### config.mk
export PLATFORM = sky130hd
export DESIGN_NAME = lc4_cla_pipe_flat
export DESIGN_NICKNAME = d
export VERILOG_FILES = /design/src/rtl/lc4_cla_pkg.sv /design/src/rtl/lc4_cla_if.sv /design/src/rtl/lc4_cla_seg.sv /design/src/rtl/lc4_cla_pipe.sv /design/src/flat_wrapper.sv
export SDC_FILE = /design/constraint.sdc
export NUM_CORES = 1
export LEC_CHECK = 0
export ABC_AREA = 1
export CAP_MARGIN = 15
export CORE_MARGIN = 5
export CORE_UTILIZATION = 30
export DETAILED_ROUTE_END_ITERATION = 16
export PLACE_DENSITY = 0.51
export SYNTH_ARGS = -nofsm -noshare
export SYNTH_HDL_FRONTEND = slang
export SYNTH_SLANG_ARGS = --single-unit
### constraint.sdc
create_clock -name clk -period 6.3 [get_ports clk]
set_clock_uncertainty 0.2 [all_clocks]
set_input_delay 0.63 -clock clk [delete_from_list [all_inputs] [get_ports clk]]
set_output_delay 0.63 -clock clk [all_outputs]
set_load 0.05 [all_outputs]
### src/rtl/lc4_cla_pkg.sv
// Shared definitions for the pipelined LC4 carry-lookahead adder/subtractor:
// operation encodings, the per-stage tag and operand-conditioning helpers.
package lc4_cla_pkg;

  localparam logic [1:0] OP_ADD = 2'b00;
  localparam logic [1:0] OP_SUB = 2'b01;
  localparam logic [1:0] OP_ADC = 2'b10;
  localparam logic [1:0] OP_SBB = 2'b11;

  // Control that travels alongside each operand slot through the pipe.
  typedef struct packed {
    logic [1:0] op;
    logic       sat;
    logic       valid;
  } stage_tag_t;

  // SUB and SBB both add the one's complement of B.
  function automatic logic op_inv_b(input logic [1:0] op);
    return (op == OP_SUB) || (op == OP_SBB);
  endfunction

  function automatic logic op_cin(input logic [1:0] op, input logic cin);
    logic c;
    case (op)
      OP_ADD:  c = 1'b0;
      OP_SUB:  c = 1'b1;
      default: c = cin;
    endcase
    return c;
  endfunction

endpackage

### src/rtl/lc4_cla_if.sv
// Operand and result channels of lc4_cla_pipe bundled as one interface.
interface lc4_cla_if #(
  parameter int WIDTH = 32
);

  // Both channels use valid/ready: a beat transfers on a rising clk edge where
  // valid and ready are both high; valid and its payload must stay stable until
  // that transfer, and ready may be asserted independently of valid.
  logic             in_valid;
  logic             in_ready;
  logic [WIDTH-1:0] in_a;
  logic [WIDTH-1:0] in_b;
  logic [1:0]       in_op;
  logic             in_cin;
  logic             in_sat;

  logic             out_valid;
  logic             out_ready;
  logic [WIDTH-1:0] out_sum;
  logic             out_cout;
  logic             out_ovf;
  logic             out_zero;

  modport master (
    output in_valid, in_a, in_b, in_op, in_cin, in_sat, out_ready,
    input  in_ready, out_valid, out_sum, out_cout, out_ovf, out_zero
  );

  modport slave (
    input  in_valid, in_a, in_b, in_op, in_cin, in_sat, out_ready,
    output in_ready, out_valid, out_sum, out_cout, out_ovf, out_zero
  );

endinterface

### src/rtl/lc4_cla_seg.sv
// Combinational SEG_W-bit carry-lookahead segment: per-bit generate/propagate,
// 4-bit group generate/propagate, and carries resolved from the group carries.
module lc4_cla_seg #(
  parameter int SEG_W = 16
) (
  input  logic [SEG_W-1:0] a,
  input  logic [SEG_W-1:0] b,
  input  logic             cin,
  output logic [SEG_W-1:0] sum,
  output logic             cout,
  output logic             c_msb_in
);

  localparam int NGRP = SEG_W / 4;

  logic [SEG_W-1:0] g;
  logic [SEG_W-1:0] p;
  logic [NGRP-1:0]  grp_g;
  logic [NGRP-1:0]  grp_p;
  logic [NGRP:0]    grp_c;
  logic [SEG_W:0]   c;

  assign g = a & b;
  assign p = a ^ b;

  always_comb begin
    grp_g = '0;
    grp_p = '0;
    grp_c = '0;
    c     = '0;
    grp_c[0] = cin;
    for (int j = 0; j < NGRP; j++) begin
      grp_g[j] = g[4*j+3]
               | (p[4*j+3] & g[4*j+2])
               | (p[4*j+3] & p[4*j+2] & g[4*j+1])
               | (p[4*j+3] & p[4*j+2] & p[4*j+1] & g[4*j]);
      grp_p[j] = &p[4*j +: 4];
      grp_c[j+1] = grp_g[j] | (grp_p[j] & grp_c[j]);
    end
    // Bit carries inside each group depend only on that group's carry-in.
    for (int j = 0; j < NGRP; j++) begin
      c[4*j]   = grp_c[j];
      c[4*j+1] = g[4*j] | (p[4*j] & grp_c[j]);
      c[4*j+2] = g[4*j+1]
               | (p[4*j+1] & g[4*j])
               | (p[4*j+1] & p[4*j] & grp_c[j]);
      c[4*j+3] = g[4*j+2]
               | (p[4*j+2] & g[4*j+1])
               | (p[4*j+2] & p[4*j+1] & g[4*j])
               | (p[4*j+2] & p[4*j+1] & p[4*j] & grp_c[j]);
    end
    c[SEG_W] = grp_c[NGRP];
  end

  assign sum      = p ^ c[SEG_W-1:0];
  assign cout     = c[SEG_W];
  assign c_msb_in = c[SEG_W-1];

endmodule

### src/rtl/lc4_cla_pipe.sv
// Pipelined WIDTH-bit add/subtract: one SEG_W CLA segment per register stage,
// carry rippling stage to stage. Optional signed saturation: LC4_CLA_SAT_EN.
module lc4_cla_pipe #(
  parameter int WIDTH = 32,
  parameter int SEG_W = 16
) (
  input logic      clk,
  input logic      rst,
  lc4_cla_if.slave bus
);

  import lc4_cla_pkg::*;

  localparam int NSEG = WIDTH / SEG_W;
  localparam int LAST = NSEG - 1;

  // The whole pipe advances together; a stalled output freezes every stage.
  logic en;
  assign en           = ~bus.out_valid | bus.out_ready;
  assign bus.in_ready = en;

  logic [WIDTH-1:0] in_b_eff;
  logic             in_cin_eff;
  stage_tag_t       in_tag;

  assign in_b_eff   = op_inv_b(bus.in_op) ? ~bus.in_b : bus.in_b;
  assign in_cin_eff = op_cin(bus.in_op, bus.in_cin);

`ifdef LC4_CLA_SAT_EN
  assign in_tag = {bus.in_op, bus.in_sat, bus.in_valid};
`else
  assign in_tag = {bus.in_op, 1'b0, bus.in_valid};
`endif

  // Stages 0..LAST-1: each keeps only the operand bits still to be added and
  // the sum bits already finished below them.
  for (genvar k = 0; k < LAST; k++) begin : stg
    localparam int LO = k * SEG_W;
    localparam int RW = WIDTH - LO;

    logic [RW-1:0]       s_a;
    logic [RW-1:0]       s_b;
    logic                s_c;
    stage_tag_t          s_tag;
    logic [SEG_W-1:0]    seg_sum;
    logic                seg_cout;
    logic                unused_cmsb;
    logic [LO+SEG_W-1:0] n_sum;

    logic [RW-SEG_W-1:0] a_q;
    logic [RW-SEG_W-1:0] b_q;
    logic [LO+SEG_W-1:0] sum_q;
    logic                c_q;
    stage_tag_t          tag_q;

    if (k == 0) begin : src_in
      assign s_a   = bus.in_a;
      assign s_b   = in_b_eff;
      assign s_c   = in_cin_eff;
      assign s_tag = in_tag;
      assign n_sum = seg_sum;
    end else begin : src_prev
      assign s_a   = stg[k-1].a_q;
      assign s_b   = stg[k-1].b_q;
      assign s_c   = stg[k-1].c_q;
      assign s_tag = stg[k-1].tag_q;
      assign n_sum = {seg_sum, stg[k-1].sum_q};
    end

    lc4_cla_seg #(
      .SEG_W (SEG_W)
    ) u_seg (
      .a        (s_a[SEG_W-1:0]),
      .b        (s_b[SEG_W-1:0]),
      .cin      (s_c),
      .sum      (seg_sum),
      .cout     (seg_cout),
      .c_msb_in (unused_cmsb)
    );

    always_ff @(posedge clk or posedge rst) begin
      if (rst) begin
        a_q   <= '0;
        b_q   <= '0;
        sum_q <= '0;
        c_q   <= 1'b0;
        tag_q <= '0;
      end else if (en) begin
        a_q   <= s_a[RW-1:SEG_W];
        b_q   <= s_b[RW-1:SEG_W];
        sum_q <= n_sum;
        c_q   <= seg_cout;
        tag_q <= s_tag;
      end
    end
  end

  // Final segment feeds the output register together with the flags.
  logic [SEG_W-1:0] f_a;
  logic [SEG_W-1:0] f_b;
  logic             f_c;
  stage_tag_t       f_tag;
  logic [SEG_W-1:0] f_sum;
  logic             f_cout;
  logic             f_cmsb;
  logic [WIDTH-1:0] raw_sum;

  if (LAST == 0) begin : fin_in
    assign f_a     = bus.in_a;
    assign f_b     = in_b_eff;
    assign f_c     = in_cin_eff;
    assign f_tag   = in_tag;
    assign raw_sum = f_sum;
  end else begin : fin_prev
    assign f_a     = stg[LAST-1].a_q;
    assign f_b     = stg[LAST-1].b_q;
    assign f_c     = stg[LAST-1].c_q;
    assign f_tag   = stg[LAST-1].tag_q;
    assign raw_sum = {f_sum, stg[LAST-1].sum_q};
  end

  lc4_cla_seg #(
    .SEG_W (SEG_W)
  ) u_seg_last (
    .a        (f_a),
    .b        (f_b),
    .cin      (f_c),
    .sum      (f_sum),
    .cout     (f_cout),
    .c_msb_in (f_cmsb)
  );

  logic             raw_ovf;
  logic [WIDTH-1:0] res;

  assign raw_ovf = f_cmsb ^ f_cout;

`ifdef LC4_CLA_SAT_EN
  logic sat_hit;
  // On overflow the raw sign bit is inverted, so it selects the clamp direction.
  assign sat_hit = f_tag.sat & raw_ovf & ((f_tag.op == OP_ADD) | (f_tag.op == OP_SUB));
  assign res     = sat_hit ? {~raw_sum[WIDTH-1], {(WIDTH-1){raw_sum[WIDTH-1]}}} : raw_sum;
`else
  logic unused_sat;
  assign unused_sat = ^{f_tag.op, f_tag.sat, bus.in_sat};
  assign res        = raw_sum;
`endif

  logic             out_valid_q;
  logic [WIDTH-1:0] out_sum_q;
  logic             out_cout_q;
  logic             out_ovf_q;
  logic             out_zero_q;

  always_ff @(posedge clk or posedge rst) begin
    if (rst) begin
      out_valid_q <= 1'b0;
      out_sum_q   <= '0;
      out_cout_q  <= 1'b0;
      out_ovf_q   <= 1'b0;
      out_zero_q  <= 1'b0;
    end else if (en) begin
      out_valid_q <= f_tag.valid;
      out_sum_q   <= res;
      out_cout_q  <= f_cout;
      out_ovf_q   <= raw_ovf;
      out_zero_q  <= (res == '0);
    end
  end

  assign bus.out_valid = out_valid_q;
  assign bus.out_sum   = out_sum_q;
  assign bus.out_cout  = out_cout_q;
  assign bus.out_ovf   = out_ovf_q;
  assign bus.out_zero  = out_zero_q;

endmodule
### src/flat_wrapper.sv
// flat-port wrapper written by rule: the top's interface ports become plain ports
module lc4_cla_pipe_flat import lc4_cla_pkg::*;
#(
  parameter int WIDTH = 32,
  parameter int SEG_W = 16
)
  (clk, rst, bus_in_valid, bus_in_a, bus_in_b, bus_in_op, bus_in_cin, bus_in_sat, bus_out_ready, bus_in_ready, bus_out_valid, bus_out_sum, bus_out_cout, bus_out_ovf, bus_out_zero);
  lc4_cla_if #(.WIDTH(WIDTH)) bus_i ();
  input logic clk;
  input logic rst;
  input wire logic [$bits(bus_i.in_valid)-1:0] bus_in_valid;
  input wire logic [$bits(bus_i.in_a)-1:0] bus_in_a;
  input wire logic [$bits(bus_i.in_b)-1:0] bus_in_b;
  input wire logic [$bits(bus_i.in_op)-1:0] bus_in_op;
  input wire logic [$bits(bus_i.in_cin)-1:0] bus_in_cin;
  input wire logic [$bits(bus_i.in_sat)-1:0] bus_in_sat;
  input wire logic [$bits(bus_i.out_ready)-1:0] bus_out_ready;
  output wire logic [$bits(bus_i.in_ready)-1:0] bus_in_ready;
  output wire logic [$bits(bus_i.out_valid)-1:0] bus_out_valid;
  output wire logic [$bits(bus_i.out_sum)-1:0] bus_out_sum;
  output wire logic [$bits(bus_i.out_cout)-1:0] bus_out_cout;
  output wire logic [$bits(bus_i.out_ovf)-1:0] bus_out_ovf;
  output wire logic [$bits(bus_i.out_zero)-1:0] bus_out_zero;
  assign bus_i.in_valid = bus_in_valid;
  assign bus_i.in_a = bus_in_a;
  assign bus_i.in_b = bus_in_b;
  assign bus_i.in_op = bus_in_op;
  assign bus_i.in_cin = bus_in_cin;
  assign bus_i.in_sat = bus_in_sat;
  assign bus_i.out_ready = bus_out_ready;
  assign bus_in_ready = bus_i.in_ready;
  assign bus_out_valid = bus_i.out_valid;
  assign bus_out_sum = bus_i.out_sum;
  assign bus_out_cout = bus_i.out_cout;
  assign bus_out_ovf = bus_i.out_ovf;
  assign bus_out_zero = bus_i.out_zero;
  lc4_cla_pipe #(.WIDTH(WIDTH), .SEG_W(SEG_W)) u_core (.clk(clk), .rst(rst), .bus(bus_i));
endmodule
* Word-level counts from Yosys, hierarchy flattened
Cells that the tools add are included.
Operators by class: reduce and logical (&&, ||, !) cells 11, eq/ne operators 2, multiplexer cells 2, bitwise logic cells 210
Operator list (number):
- AND 1 bit | 120
- bitwise OR 1 bit | 81
- bitwise XOR 16 bit | 4
- AND 16 bit | 2
- logical NOT 32 bit | 1
- 2-to-1 mux 32 bit | 1
- NOT 32 bit | 1
- AND reduction 4 bit | 8
- equality test 2 x 1 -> 1 bit, second input constant | 1
- equality test 2 bit, second input constant | 1
- logical NOT 2 bit | 1
- case mux 1 bit (2 select lines) | 1
- logical OR 1 bit | 1
- NOT 1 bit | 1
- bitwise XOR 1 bit | 1
Word-level totals: bits of input ports 72, register bits after elaboration 86, output and inout port bits 37

* Depth between registers and ports, before layout
Gate-level depths: netlist (run 1).
depth in word-level cells 16, mapped depth 19

* Hierarchy
Synthesis (run 1) repeated with hierarchy kept, for this count alone.
Second synthesis, totals: cells, all modules 617, area, all modules 5186.2 um^2
By module, submodules not included:
- lc4_cla_pipe | cells each 411, instances 1, seq. area each 2152.1 um^2, area an instance 3684.8 um^2
- lc4_cla_seg (u_core.u_seg_last) | cells each 103, instances 1, seq. area each 0.0 um^2, area an instance 760.7 um^2
- lc4_cla_seg (u_core.stg[0].u_seg) | cells each 103, instances 1, seq. area each 0.0 um^2, area an instance 740.7 um^2

* Worst setup path before layout (run 1)
OpenSTA, ideal clock, no wires.
kind input to register, start point input bus_in_op[0], end point register u_core.stg[0].sum_q[13], path slack 3.305 ns, data required time 6.017 ns, setup time 0.083 ns, buffers on the path 2, stages 18, arrival 2.713 ns, cells stage by stage buf_4 buf_2 xor2_1 ha_1 nand2_1 inv_1 nand2_1 nand2_2 nand2_2 nand2_2 nand2_1 nand2_2 nand2_1 nand2_2 inv_1 fa_1 xor2_1 o21ai_0
On the way: longest elaborated chain between the ends 16, elaborated cells between the ends (all ways) 44
Ends and longest elaborated chain:
- from (decl) | RTL line flat_wrapper.sv:14 | input wire logic [$bits(bus_i.in_op)-1:0] bus_in_op;
- equality test 2 x 1 -> 1 bit or equality test 2 bit (tied branches) | RTL line lc4_cla_pkg.sv:19, lc4_cla_pkg.sv:24
- logical OR 1 bit | RTL line lc4_cla_pkg.sv:19 | return (op == OP_SUB) || (op == OP_SBB);
- 2-to-1 mux 32 bit | RTL line lc4_cla_pipe.sv:26 | assign in_b_eff = op_inv_b(bus.in_op) ? ~bus.in_b : bus.in_b;
- bitwise XOR 16 bit or AND 16 bit (tied branches) | RTL line lc4_cla_seg.sv:24, lc4_cla_seg.sv:23
- AND 1 bit, on equally long branches | RTL line lc4_cla_seg.sv:34, lc4_cla_seg.sv:35, lc4_cla_seg.sv:36
- bitwise OR 1 bit (tied with other cells) | RTL line lc4_cla_seg.sv:34 | | (p[4*j+3] & g[4*j+2])
- bitwise OR 1 bit or AND 1 bit (tied branches) | RTL line lc4_cla_seg.sv:35, lc4_cla_seg.sv:36
- bitwise OR 1 bit | RTL line lc4_cla_seg.sv:36 | | (p[4*j+3] & p[4*j+2] & p[4*j+1] & g[4*j]);
- bitwise OR 1 bit | RTL line lc4_cla_seg.sv:38 | grp_c[j+1] = grp_g[j] | (grp_p[j] & grp_c[j]);
- AND 1 bit | RTL line lc4_cla_seg.sv:38
- bitwise OR 1 bit | RTL line lc4_cla_seg.sv:38
- AND 1 bit | RTL line lc4_cla_seg.sv:38
- bitwise OR 1 bit | RTL line lc4_cla_seg.sv:38
- AND 1 bit | RTL line lc4_cla_seg.sv:43 | c[4*j+1] = g[4*j] | (p[4*j] & grp_c[j]);
- bitwise OR 1 bit | RTL line lc4_cla_seg.sv:43
- bitwise XOR 16 bit (*) | RTL line lc4_cla_seg.sv:55 | assign sum = p ^ c[SEG_W-1:0];
- to (signal assigned) | RTL line lc4_cla_pipe.sv:91 | sum_q <= n_sum;
- to (decl) | RTL line lc4_cla_pipe.sv:52 | logic [LO+SEG_W-1:0] sum_q;
Mark *: on every way between the ends. The rest lies on a longest branch, timed or not. A chain may end at the register's enable or synchronous reset.

* Worst setup path in the final report (run 1)
Same ends and word-level chain as after synthesis.

==> results of run 1 <==
[power by group]
group | internal, mW | total [mW] | leakage [nW] | switching (mW)
Clock | 0.312 | 0.551 | 0.143 | 0.239
Combinational | 0.391 | 1.09 | 1.97 | 0.702
Sequential | 0.706 | 0.811 | 1.03 | 0.104
Total | 1.41 | 2.45 | 3.14 | 1.05
[logic make-up (layout without fill, tap and decap cells)]
logic type	count (synthesis)	in the layout
xor+xnor	43	43
compound gates	75	75
buf+inv	71	176
simple gates	298	298
fa+ha+maj	40	40
flops	86	86
[registers in the layout (all words and copies together), names as in the netlist]
| name | flops |
|---|---|
| u_core.bus.out_valid | 1 |
| u_core.f_tag | 1 |
| u_core.f_c | 1 |
| u_core.stg.sum_q | 16 |
| u_core.f_a | 16 |
| u_core.bus.out_ovf | 1 |
| u_core.bus.out_zero | 1 |
| u_core.bus.out_cout | 1 |
| u_core.f_b | 16 |
| u_core.bus.out_sum | 32 |
[layer usage]
metal  up-vias  wire [um]
met1      1938       5581
li1       2140          -
met2        75       5698
met3        12        484
met4         0        210
met5         -          0
[layout make-up]
type	count	area, um2	area share [%]
multi-input combinational	456	2579	39.04
sequential	86	2152	32.58
timing repair buffer	111	1109	16.78
tap	220	275.3	4.167
clock buffer	9	225.2	3.410
inverter	49	185.2	2.804
clock inverter	7	80.08	1.212
[final timing paths]
check / to / slack [ns] / cells past startpoint
min reg2reg: u_core.bus.out_valid / 0.25 / 2
min in group asynchronous: u_core.bus.out_sum[15] / 0.53 / 3
min: u_core.bus.out_valid / 0.25 / 2
max reg2reg: u_core.bus.out_zero / 3.01 / 15
max in group asynchronous: u_core.f_b[11] / 4.73 / 4
max: u_core.stg[0].sum_q[13] / 2.97 / 17
[placed cells by master, fill, tap and decap left out, types with 18 or more instances in the layout]
cell type / Yosys / routed
xnor2_1: 25 / 25
nor2_1: 33 / 32
nand2_1: 222 / 222
o21ai_0: 44 / 44
ha_1: 32 / 32
xor2_1: 18 / 18
clkdlybuf4s50_1: 0 / 106
dfrtp_1: 86 / 86
nand3_1: 19 / 19
inv_1: 46 / 45
[worst max-delay path, delay by kind of cell]
family	cells	cell delay, ns
buffers and inverters	3	0.85
XOR/XNOR	2	0.40
AO/OA/AOI/OAI	1	0.16
AND/OR/NAND/NOR	9	0.62
adder cells (fa/ha/maj)	2	0.71
==> qor.yml, run 1 <==
layout:
  syn2layout_area_growth_pct: 32.17
  diodes: 0
  final_cells: 938
  n_fill_cell: 1676
  utilization_pct: 40.11
  final_area_mm2: 0.006605
  finalNetCount: 825
  drive_above_1_share_pct: 5.850
min_path:
  worstHoldStart: "u_core.f_tag[0]"
  hold_class: "flip-flop to flip-flop"
logic_synthesis:
  yosys.area.top_type: "dfrtp_1"
  synth_most_common_cell: "nand2_1"
  yosys.area.top_type_share_pct: 43.06
  synth_fp_nets: 725
  synthCells: 613
  async_reset_ff_share_pct: 100.0
  synth_compound_area_share_pct: 8.438
  syn_avg_cell_area_um2: 8.152
  synth_cell_types: 33
  synth.area.top_cells: "dfrtp_1 (43%), nand2_1 (17%), ha_1 (8.0%)"
  synth-seq-area-share_pct: 43.06
  synth_fa_ha_area_share_pct: 11.22
  syn_area_mm2: 0.004997
  ys_ff_latch: 86
  synth_xor_area_share_pct: 7.536
  synth_ff_type: "dfrtp_1"
  yosysWarnings: 0
  synth_edf_count: 0
  synth_common_cells: "nand2_1 (222), dfrtp_1 (86), inv_1 (46), o21ai_0 (44), nor2_1 (33)"
  synth-simple-area-share_pct: 24.26
  synth_top_family_by_area: "simple AND/OR/NAND/NOR gates"
  muxShareOfSynthArea_pct: 0
global_route:
  grt.busiest_layer: "met2"
  antenna_found_initial: 0
  use_met1_pct: 16.18
  grt.total_usage_pct: 12.79
  grt_max_degree: 121
  gr-usage-met3_pct: 2.931
  grtUsageMet2_pct: 21.45
  grt_overflow: 0
  grt_pass1_vias: 4217
  grt_pass1_wl_um: 20340
detailed_routing:
  wirelength_um: 11970
  avgViaCountPerCell: 4.440
  drc: 0
  drtIter0Drc: 163
  firstDrtPassIters: 5
  ant_nets: 0
  vias: 4165
  wl_per_cell_um: 12.77
sta:
  worstMarginPinSlew_ns: 1.060
  rsz0062_at_grt: "false"
  period_share_pct: 52.81
  finalSetupTns_ns: 0
  holdWs_ns: 0.2467
  fin_ws_ns: 2.973
  period_minus_slack_ns: 3.327
  fmax_ghz: 0.3006
  timing.slew.headroom_pct: 29.35
  hold_viol_final: 0
  finalSetupViolCount: 0
  maxSlewViolCount: 0
power_and_ir_drop:
  vdd.ir_drop.worst_v: 0.0001728
  total_power_mw: 2.455
  powerDensity_mw_per_mm2: 371.6
  power.leakage_nw: 3.144
worst_setup_path:
  cp_data_arrival_time_ns: 3.39
  cp.required_ns: 6.36
  critPathLaunchType: "input port"
  cp_cell_sequence: "buf_2 > xor2_1 > ha_1 > nand2_1 > inv_1 > nand2_1 > nand2_2 > nand2_2 > nand2_2 > nand2_1 > nand2_2 > nand2_1 > nand2_2 > inv_1 > fa_1 > xor2_1 > o21ai_0"
  endpoint_kind: "flip-flop"
  crit_path_top_delay_cell: "buf_2"
  path_common_cell: "nand2_2"
  reg2reg_from: "u_core.f_b[9]"
  crit_start: "bus_in_op[0]"
  crit_path_max_incr_delay_ns: 0.74
  critical_path.max_fanout: 33
  critPathKind: "input port to flip-flop"
clocking:
  postCtsSetupRepairBufs: 0
  clk_latency_ns: 0.35
  cts_max_level: 3
  postCtsResizedCells: 0
  clockBufferDepth: 2
  ctsRootBufferMaster: "clkbuf_16"
  postCtsHoldBufs: 0
  path_clk_slew_ns: 0.07
  cts_tree: "built"
  numCtsBuffers: 9
  cts_sinks: 86
place:
  gp_congestion: 0.8220
  hpwl_um: 8616
  post-place-ws_ns: 2.553
  port_buffers: 107
  dpl-instance-area_mm2: 0.006280
  dp.cells: 921
floorplanning:
  ios: 109
  die_area_mm2: 0.01934
  coreArea_mm2: 0.01647
  rows: 47
  dieWidth_um: 139.1
  die-height_um: 139.1
  initial_core_util_pct: 30.35
outcome:
  status: "finished, final reports clean"
run:
  drv_cap: 0
(Power assumes the default switching activity.)
==> run 2: changes to the inputs <==
--- a/config.mk
+++ b/config.mk
@@ -10,7 +10,7 @@
 export CORE_MARGIN = 5
 export CORE_UTILIZATION = 30
 export DETAILED_ROUTE_END_ITERATION = 16
-export PLACE_DENSITY = 0.51
+export PLACE_DENSITY = 0.53
 export SYNTH_ARGS = -nofsm -noshare
 export SYNTH_HDL_FRONTEND = slang
 export SYNTH_SLANG_ARGS = --single-unit
==> constraint.sdc (replaced) <==
create_clock -name clk -period 2.9 [get_ports clk]
set_clock_uncertainty 0.2 [all_clocks]
set_input_delay 0.29 -clock clk [delete_from_list [all_inputs] [get_ports clk]]
set_output_delay 0.29 -clock clk [all_outputs]
set_load 0.05 [all_outputs]
==> run 2 against run 1 <==
- total power grew 120%
- sequential power grew 120%
- flip-flop and latch count is the same
- first-iteration DRC count grew 50%
- critical path depth grew 2
- routed wire length grew 2.5%
- worst setup slack lost 3.0 ns
- critical path type is now flip-flop to flip-flop
- critical endpoint is now u_core.bus.out_zero
- largest cell class unchanged
- highest routed layer unchanged
==> qor.yml, run 2 (synthesis results as in run 1) <==
worst_setup_path:
  critPathKind: "flip-flop to flip-flop"
  reg2reg_from: "u_core.f_a[3]"
  cp_data_arrival_time_ns: 2.98
  endpoint_kind: "flip-flop"
  crit_path_top_delay_cell: "dfrtp_1"
  path_buf_inv: 0
  critPathLaunchType: "flip-flop"
  crit_path_max_incr_delay_ns: 0.41
  rrSetupSlack_ns: 0.004
  cp.required_ns: 2.99
  reg2reg_depth: 19
  cp_cell_sequence: "ha_4 > nand2_2 > nand2_2 > nor2_2 > nand3_2 > nand2_2 > nand2_4 > nand2_4 > nand2_4 > fa_2 > xnor2_2 > nand4_1 > nor2_1 > nand3_1 > nor2_1 > nand3_1 > nor2_1 > nand4_1 > nand2_1"
  crit_family: "simple AND/OR/NAND/NOR gates"
  critical_path.max_fanout: 5
  r2r-end: "u_core.bus.out_zero"
min_path:
  hold_class: "input port to asynchronous set/reset pin"
clocking:
  cts_max_level: 3
  ctsRootBufferMaster: "clkbuf_16"
  path_clk_slew_ns: 0.06
  cts_sinks: 86
  clk_latency_ns: 0.35
  postCtsHoldBufs: 0
  cts_tree: "built"
  clockBufferDepth: 2
  numCtsBuffers: 9
power_and_ir_drop:
  power_frac_comb_pct: 46.7
  p_clk_share_pct: 20.7
  vdd.ir_drop.worst_v: 0.0003874
  powerDensity_mw_per_mm2: 794.4
  power.leakage_nw: 3.246
  power_frac_seq_pct: 32.6
  sw_frac_of_total_pct: 41.86
  internal_power_mw: 3.145
  p_sw_mw: 2.264
floorplanning:
  ios: 109
  die_area_mm2: 0.01934
  dieWidth_um: 139.1
  rows: 47
  die-height_um: 139.1
  coreArea_mm2: 0.01647
  initial_core_util_pct: 30.35
detailed_routing:
  wirelength_um: 12280
  avgViaCountPerCell: 4.429
  firstDrtPassIters: 6
  wl_per_cell_um: 12.87
  vias: 4225
  drtIter0Drc: 245
  ant_nets: 0
  drc: 0
sta:
  timing.slew.headroom_pct: 61.34
  period_share_pct: 99.85
  fin_ws_ns: 0.004307
  rsz0062_at_grt: "true"
  worstMarginPinSlew_ns: 0.5781
  hold_viol_final: 0
  maxSlewViolCount: 0
  fmax_ghz: 0.3453
  period_minus_slack_ns: 2.896
  finalSetupViolCount: 0
layout:
  utilization_pct: 41.35
  multi_input_area_mm2: 0.002669
  diodes: 0
  mostFrequentLayoutCell: "nand2_1"
  syn2layout_area_growth_pct: 36.25
  seqCellArea_mm2: 0.002152
  largest_reg_flops: 32
  n_fill_cell: 1654
  finalNetCount: 842
  layout_common_cells: "nand2_1 (219), clkdlybuf4s50_1 (105), dfrtp_1 (86)"
  drive_above_1_share_pct: 9.673
global_route:
  grt_overflow: 0
  antenna_found_initial: 0
  grt_max_degree: 121
  grt_pass1_vias: 4288
  grt.total_usage_pct: 13.06
  grt_pass1_wl_um: 20580
place:
  hpwl_um: 9156
  post-place-ws_ns: -0.3029
  port_buffers: 107
  gp_congestion: 0.8652
outcome:
  status: "finished, final reports clean"
run:
  drv_cap: 0
-- run 2: cell count changes in the layout (fill, tap and decap cells not counted), moves of 3 or more --
cell	before	now
nor2_2	0	4
ha_4	0	3
ha_1	32	29
nand2_1	222	219
nor2_1	32	28
inv_6	3	0
buf_4	3	20
-- run 2: stage by stage --
stage	total power, mW	TNS, ns	instances	area, um2	hold WS [ns]
after CTS	5.442	-0.08284	951	6758	0.1038
after floorplan	3.365	0	613	4997	0.1996
after global routing	5.784	-0.2340	954	6809	0.1396
after global placement	4.209	-0.2169	935	6407	0.2309
after detailed placement	4.252	-0.3029	935	6407	0.2367
final	5.409	0	954	6809	0.08732
-- run 2: layout make-up --
| type | instances | share of cell area (%) |
|---|---|---|
| inverters | 49 | 2.720 |
| clock buffers | 11 | 3.418 |
| well taps | 220 | 4.043 |
| multi-input cells | 456 | 39.20 |
| repair buffers | 128 | 18.30 |
| clock inverters | 4 | 0.7166 |
| flip-flops and latches | 86 | 31.61 |
-- run 2: layer usage --
layer | track usage, % | vias up | part of all wire (%)
met5 | 0 | - | 0
li1 | - | 2172 | -
met2 | 21.09 | 91 | 47
met3 | 3.483 | 16 | 5.1
met4 | 4.428 | 0 | 1.5
met1 | 17.02 | 1946 | 46
-- run 2: worst max-delay path by stage --
stage / slack [ns] / cells past startpoint / from / end
detailed placement: -0.30 / 15 / u_core.f_b[9] / u_core.bus.out_zero
finish: 0.004 / 19 / u_core.f_a[3] / u_core.bus.out_zero
global placement: -0.22 / 19 / u_core.f_b[3] / u_core.bus.out_zero
CTS: -0.08 / 17 / u_core.f_b[5] / u_core.bus.out_zero
global route: -0.23 / 19 / u_core.f_a[3] / u_core.bus.out_zero
floorplan: 0.1 / 19 / u_core.f_b[2] / u_core.bus.out_zero
-- run 2: worst reg2reg max path, stage by stage (launching register included) --
cell and delay [ns]:
dfrtp_1 0.41, ha_4 0.28, nand2_2 0.07, nand2_2 0.06, nor2_2 0.12, nand3_2 0.09, nand2_2 0.10, nand2_4 0.08
nand2_4 0.07, nand2_4 0.05, fa_2 0.35, xnor2_2 0.20, nand4_1 0.12, nor2_1 0.11, nand3_1 0.08, nor2_1 0.12
nand3_1 0.10, nor2_1 0.11, nand4_1 0.08, nand2_1 0.07
-- run 2: power by group through the flow --
stage / logic, mW / clock network, mW / registers (mW)
2_1_floorplan: 0.955 / 0 / 2.41
3_3_place_gp: 2.43 / 0 / 1.78
3_5_place_dp: 2.47 / 0 / 1.78
4_1_cts: 2.52 / 1.16 / 1.77
5_1_grt: 2.76 / 1.22 / 1.81
6_report: 2.53 / 1.12 / 1.76
-- run 2: repair_timing --
item / CTS / global route
setup buffers: 1 / 3
gates resized for setup: 9 / 9
endpoints found under the setup margin: 1 / 1
pin swaps: 7 / 17
